$ cat src/rtl/bin_to_bcd_display.sv
`default_nettype none
// ============================================================================
// Module   : bin_to_bcd_display
// Purpose  : Sequential 32-bit binary to 8-digit packed BCD converter using
//            iterative double-dabble, one bit per clock. Feeds the `data`
//            input of the 8-digit seven-segment scanner; nibble 4'hF renders
//            as a dash there, so out-of-range results are shown as all dashes.
// Ports    : clk      - system clock
//            rst      - asynchronous, active-low reset
//            wr_en    - start request, sampled only while idle
//            wr_data  - 32-bit binary value to convert
//            busy     - conversion in progress
//            done     - one-cycle pulse when data_out/ovf update
//            data_out - packed BCD, digit 7 in [31:28] ... digit 0 in [3:0]
//            ovf      - last conversion was out of range
// Config   : BIN_TO_BCD_SIGNED_EN - when defined, wr_data is two's complement
//            and negative results show a leading minus (4'hF) digit.
// Revision : 1.0 - initial release
// ============================================================================
module bin_to_bcd_display (
   input  logic        clk,
   input  logic        rst,
   input  logic        wr_en,
   input  logic [31:0] wr_data,
   output logic        busy,
   output logic        done,
   output logic [31:0] data_out,
   output logic        ovf
);

   typedef enum logic [1:0] {
      S_IDLE  = 2'd0,
      S_SHIFT = 2'd1,
      S_DONE  = 2'd2
   } state_t;

   localparam logic [31:0] C_ALL_DASHES = 32'hFFFF_FFFF;
   localparam logic [4:0]  C_LAST_STEP  = 5'd31;

   state_t      r_state;
   state_t      w_next;
   logic [31:0] r_bin;
   logic [39:0] r_acc;
   logic [4:0]  r_cnt;
   logic [31:0] r_data_out;
   logic        r_ovf;
   logic        r_done;

   logic [39:0] w_adj;
   logic [71:0] w_shifted;
   logic [31:0] w_capture;
   logic [31:0] w_result;
   logic        w_ovf;

`ifdef BIN_TO_BCD_SIGNED_EN
   logic        r_neg;
`endif

   // ------------------------------------------------------------------------
   // State register and next-state logic
   // ------------------------------------------------------------------------
   always_ff @(posedge clk or negedge rst) begin
      if (!rst) begin
         r_state <= S_IDLE;
      end else begin
         r_state <= w_next;
      end
   end

   always_comb begin
      w_next = r_state;
      case (r_state)
         S_IDLE:  if (wr_en) w_next = S_SHIFT;
         S_SHIFT: if (r_cnt == C_LAST_STEP) w_next = S_DONE;
         S_DONE:  w_next = S_IDLE;
         default: w_next = S_IDLE;
      endcase
   end

   // ------------------------------------------------------------------------
   // Double-dabble step: every digit >= 5 gets +3 before the shift, so that
   // the shift carries into the next decimal digit exactly when it reaches 10.
   // ------------------------------------------------------------------------
   genvar gi;
   generate
      for (gi = 0; gi < 10; gi++) begin : g_digit
         assign w_adj[4*gi +: 4] = (r_acc[4*gi +: 4] >= 4'd5) ?
                                   (r_acc[4*gi +: 4] + 4'd3) : r_acc[4*gi +: 4];
      end
   endgenerate

   // The bin MSB falls into the accumulator LSB; the adjusted digit 9 MSB
   // can never be set for a 32-bit input, so discarding it is safe.
   assign w_shifted = {w_adj, r_bin} << 1;

   // ------------------------------------------------------------------------
   // Capture and result formatting
   // ------------------------------------------------------------------------
   always_comb begin
      w_capture = wr_data;
      w_result  = r_acc[31:0];
      w_ovf     = 1'b0;
`ifdef BIN_TO_BCD_SIGNED_EN
      // Negative values are converted as their magnitude; -2^31 stays
      // 32'h8000_0000 which is correct as an unsigned magnitude.
      if (wr_data[31]) begin
         w_capture = ~wr_data + 32'd1;
      end
      if (r_neg) begin
         // Only seven digits are left once the minus sign takes digit 7.
         if (r_acc[39:28] != 12'd0) begin
            w_result = C_ALL_DASHES;
            w_ovf    = 1'b1;
         end else begin
            w_result = {4'hF, r_acc[27:0]};
         end
      end else if (r_acc[39:32] != 8'd0) begin
         w_result = C_ALL_DASHES;
         w_ovf    = 1'b1;
      end
`else
      if (r_acc[39:32] != 8'd0) begin
         w_result = C_ALL_DASHES;
         w_ovf    = 1'b1;
      end
`endif
   end

   // ------------------------------------------------------------------------
   // Datapath registers
   // ------------------------------------------------------------------------
   always_ff @(posedge clk or negedge rst) begin
      if (!rst) begin
         r_bin      <= 32'd0;
         r_acc      <= 40'd0;
         r_cnt      <= 5'd0;
         r_data_out <= C_ALL_DASHES;
         r_ovf      <= 1'b0;
         r_done     <= 1'b0;
`ifdef BIN_TO_BCD_SIGNED_EN
         r_neg      <= 1'b0;
`endif
      end else begin
         r_done <= 1'b0;
         case (r_state)
            S_IDLE: begin
               if (wr_en) begin
                  r_bin <= w_capture;
                  r_acc <= 40'd0;
                  r_cnt <= 5'd0;
`ifdef BIN_TO_BCD_SIGNED_EN
                  r_neg <= wr_data[31];
`endif
               end
            end
            S_SHIFT: begin
               {r_acc, r_bin} <= w_shifted;
               r_cnt          <= r_cnt + 5'd1;
            end
            S_DONE: begin
               r_data_out <= w_result;
               r_ovf      <= w_ovf;
               r_done     <= 1'b1;
            end
            default: ;
         endcase
      end
   end

   assign busy     = (r_state != S_IDLE);
   assign done     = r_done;
   assign data_out = r_data_out;
   assign ovf      = r_ovf;

endmodule
`default_nettype wire

$ cat config.mk
export PLATFORM = sky130hd
export DESIGN_NAME = bin_to_bcd_display
export DESIGN_NICKNAME = d
export VERILOG_FILES = /design/src/rtl/bin_to_bcd_display.sv
export SDC_FILE = /design/constraint.sdc
export NUM_CORES = 1
export LEC_CHECK = 0
export BUFFER_PORTS_ARGS = -buffer_cell sky130_fd_sc_hd__buf_2
export CAP_MARGIN = 5
export CORE_MARGIN = 2
export CORE_UTILIZATION = 35
export CTS_CLUSTER_DIAMETER = 50
export DETAILED_ROUTE_END_ITERATION = 16
export PLACE_DENSITY = 0.49
export SYNTH_ARGS = -nofsm -noshare
export SYNTH_HDL_FRONTEND = slang
export SYNTH_SLANG_ARGS = --single-unit
$ cat constraint.sdc
create_clock -name clk -period 1.99 [get_ports clk]
set_clock_uncertainty 0.1 [all_clocks]
set_input_delay 0.199 -clock clk [delete_from_list [all_inputs] [get_ports clk]]
set_output_delay 0.199 -clock clk [all_outputs]
set_load 0.05 [all_outputs]
## Yosys cells after proc, flatten, opt, wreduce, memory -nomap -nowiden

Cells that the tools add are included.

- Add/subtract/negate cells: 11
- Magnitude comparators: 10
- Eq/ne operators: 5
- Muxes and demuxes: 22
- Reductions and logical operators: 6

Operator list:

| kind | number |
|---|---|
| 40-bit case mux with 2 select lines | 1 |
| 32-bit 2-to-1 mux | 2 |
| 32-bit case mux with 2 select lines | 1 |
| 4-bit by 3-bit >= comparator with 1-bit output, second input constant | 10 |
| 40-bit 2-to-1 mux | 1 |
| 4-bit by 2-bit adder with 4-bit output, second input constant | 9 |
| 4-bit 2-to-1 mux | 9 |
| 5-bit case mux with 2 select lines | 1 |
| 8-bit nonzero test | 1 |
| 5-bit by 1-bit adder with 5-bit output, second input constant | 1 |
| 5-bit == test, second input constant | 1 |
| 5-bit 2-to-1 mux | 1 |
| 2-bit 2-to-1 mux | 2 |
| 2-bit inequality test, second input constant | 2 |
| 2-bit case mux with 2 select lines | 1 |
| 2-bit AND reduction | 2 |
| 2-bit nonzero test | 2 |
| 3-bit by 2-bit adder with 3-bit output, second input constant | 1 |
| 3-bit 2-to-1 mux | 1 |
| 2-bit by 1-bit == test with 1-bit output, second input constant | 1 |
| 2-bit == test, second input constant | 1 |
| 2-bit zero test | 1 |
| 1-bit 2-to-1 mux | 2 |

- Register bits: 113
- Bits of input ports: 35
- Output and inout port bits: 35
- Logic and storage cells: 61

## Longest topological paths before layout

- Depth in word-level cells: 3
- Depth in mapped cells: 6
- Mapped depth without buffers: 5

## Least setup slack after synthesis

No wires, ideal clock.

- Path type: register to output
- From: register r_state[1]
- To: output port busy
- Arrival: 1.145 ns
- Required time: 1.691 ns
- Slack: 0.546 ns
- Cell stages (with the launch flop): 4
- Buffers on the path: 2
- Cells stage by stage: dfrtp_1 -> buf_2 -> buf_1 -> or2_2

- Cells in the longest elaborated chain, start to end: 1

Ends and longest elaborated chain:

| element | line | text |
|---|---|---|
| start, declared | 40 | `state_t r_state;` |
| start signal, assigned | 66 | `r_state <= w_next;` |
| 2-bit nonzero test | 170 | `assign busy = (r_state != S_IDLE);` |
| end, declared | 25 | `output logic busy,` |

No other way between the ends.

## Worst setup path after layout

Same ends and word-level chain as after synthesis.

==> results_dict.tcl <==
set metrics [dict create \
    io_pins 70 \
    die_h_um 132.0 \
    drive_above_1_share_pct 22.65 \
    crit_path_max_fanout 24 \
    ant_nets 0 \
    ys_seq_area_share_pct 49.99 \
    finalInstanceArea_mm2 0.007252 \
    final-hold-violation-count 0 \
    tns_ps 0 \
    whs_ps 139.1 \
    yosysTopAreaCell "dfrtp_1" \
    drt_iter0_drc 264 \
    final_cell_mix "dfrtp_1 (80), buf_2 (68), nor2b_1 (42)" \
    yosys_most_used_dff "dfrtp_1" \
    drc 0 \
    power_mw 11.16 \
    tightest_slew_ps 392.6 \
    cts_sinks 113 \
    path_class "reg -> out" \
    die-width_um 132.0 \
    clock_latency_ps 410 \
    ys_warn_count 0 \
    first_pass_iters 4 \
    r2r-start "r_acc[16]" \
    fillers 1511 \
    cts_buffers 17 \
    critPathRequiredTime_ps 1690 \
    syn-num-nets 623 \
    vdd_drop_max_mv 0.7025 \
    cts_root_buf "clkbuf_16" \
    vias 4661 \
    globalplace.congestion 0.7857 \
    finalWorstSetupSlack_ps 97.78 \
    hpwlAfterDp_mm 8.208 \
    netlist_top_cells_area "dfrtp_1 (35%), dfstp_2 (15%), ha_1 (5.2%)" \
    critPathLaunch "r_state[1]" \
    syn_inst 564 \
    wl_mm 13.12 \
    rsz0062_at_grt "no" \
    ys_types 38 \
    synth_edf_count 0 \
    num_antenna_cells 0 \
    max-clock-path-buffers 2 \
    initial_core_util_pct 35.98 \
    placed_area_mm2 0.006335 \
    synth_area_per_cell_um2 10.17 \
    maxCapViolCount 0 \
    reg2reg_depth 5 \
    fmax_mhz 528.5 \
    grt_pass1_vias 4638 \
    grt_max_degree 68 \
    min_path_type "in -> async" \
    syn_to_final_growth_pct 26.41 \
    cts_tree "built" \
    finalCritPeriodShare_pct 95.09 \
    power.density_mw_per_mm2 1539 \
    netlist.area_leader.share_pct 35.33 \
    critPathCaptureType "output port" \
    dp_slack_ps 368.6 \
    track_usage_pct 16.01 \
    placementRows 46 \
    outcome "finished clean" \
    slew_viol_final 0 \
    setup_viol 0 \
    via_per_inst 5.255 \
    nNetsFinal 717 \
    final-seq-area_mm2 0.002869 \
    post_cts_buffers 0 \
    ff2ff_setup_slack_ps 340 \
    coreArea_mm2 0.01594 \
    leakage_nw 3.178 \
    final_common_cell "dfrtp_1" \
    multiInputGateArea_mm2 0.002519 \
    io_buffers 69 \
    antenna_found_initial 0 \
    start_kind "register" \
    synth_seq_cells 113 \
    dieArea_mm2 0.01743 \
    relSlewSlack_pct 73.81 \
    reg2reg_to "r_acc[18]" \
    grt_overflow 0 \
    fin_crit_ps 1892 \
    cts.htree.levels 4 \
    synthArstFlopShare_pct 100.0 \
    grt_pass1_wl_mm 22.76 \
    arrival_ps 1590 \
    clkTransAtPathRegs_ps 50 \
    routedWlPerCell_um 14.79 \
    syn-cell-area_mm2 0.005737 \
]
[critical path: stages, from the launching register on]
cell     delay [ps]
dfrtp_2         460
buf_6           200
or2_2           300
buf_2           220
[routing by layer]
metal | global-route usage (%) | vias up | share of wire (%)
li1 | - | 2276 | -
met1 | 20.62 | 2297 | 48
met2 | 25.67 | 69 | 47
met3 | 3.768 | 19 | 3.0
met4 | 7.186 | 0 | 1.9
met5 | 0 | - | 0
[metrics by stage]
step / instances / util (%)
6_report: 887 / 45.49
3_5_place_dp: 822 / 39.73
5_1_grt: 887 / 45.49
3_3_place_gp: 822 / 39.73
2_1_floorplan: 564 / -
4_1_cts: 887 / 45.48
[power breakdown]
group | switching (mW) | internal (mW)
clock | 0.994 | 1.94
combinational | 2.64 | 1.76
sequential | 0.606 | 3.23
[worst max-delay path by stage]
stage / depth (start not counted) / endpoint
2_1_floorplan: 3 / busy
3_3_place_gp: 5 / r_bin[24]
3_5_place_dp: 5 / r_acc[26]
4_1_cts: 3 / busy
5_1_grt: 3 / busy
6_report: 3 / busy
[cell families (layout without fill, tap and decap cells)]
family,count (synthesis),count (layout),share of synthesized area [%]
AO/OA/AOI/OAI,226,226,27.15
XOR/XNOR,9,9,1.374
adder cells (fa/ha/maj),24,24,5.234
buffers and inverters,81,188,6.281
AND/OR/NAND/NOR,110,110,9.771
multiplexers,1,1,0.1963
flip-flops,113,113,49.99
[timing repair]
item / 4_1_cts / 5_1_grt
cloned: 0 / 0
hold buffers: 33 / 0
setup endpoints to repair: 1 / 1
gates resized for setup: 1 / 1
endpoints found under the hold margin: 115 / 0
[cell type report]
type                    count  share of cell area (%)
clock buffers              28                   7.402
clock inverters             4                  0.6211
repair buffers            116                   11.89
inverters                  40                   2.070
well taps                 216                   3.727
multi-input cells         370                   34.73
flip-flops and latches    113                   39.56
[flip-flops by register name, summed over array words and instances (netlist names)]
name and flops:
r_acc 40, data_out 32, r_bin 32, r_cnt 5
r_state 2, done 1, ovf 1
[synth_stat cells, types with 20 or more instances]
cell type and instances:
a21oi_1 34, a22oi_1 31, a31oi_1 32, buf_2 21, dfrtp_1 81, dfstp_2 32
ha_1 24, inv_1 40, nand2_1 23, nor2_1 34, nor2b_1 44, o2111ai_1 20
o21ai_0 21, o21ai_1 23
Power figures use the tool's default switching activity.
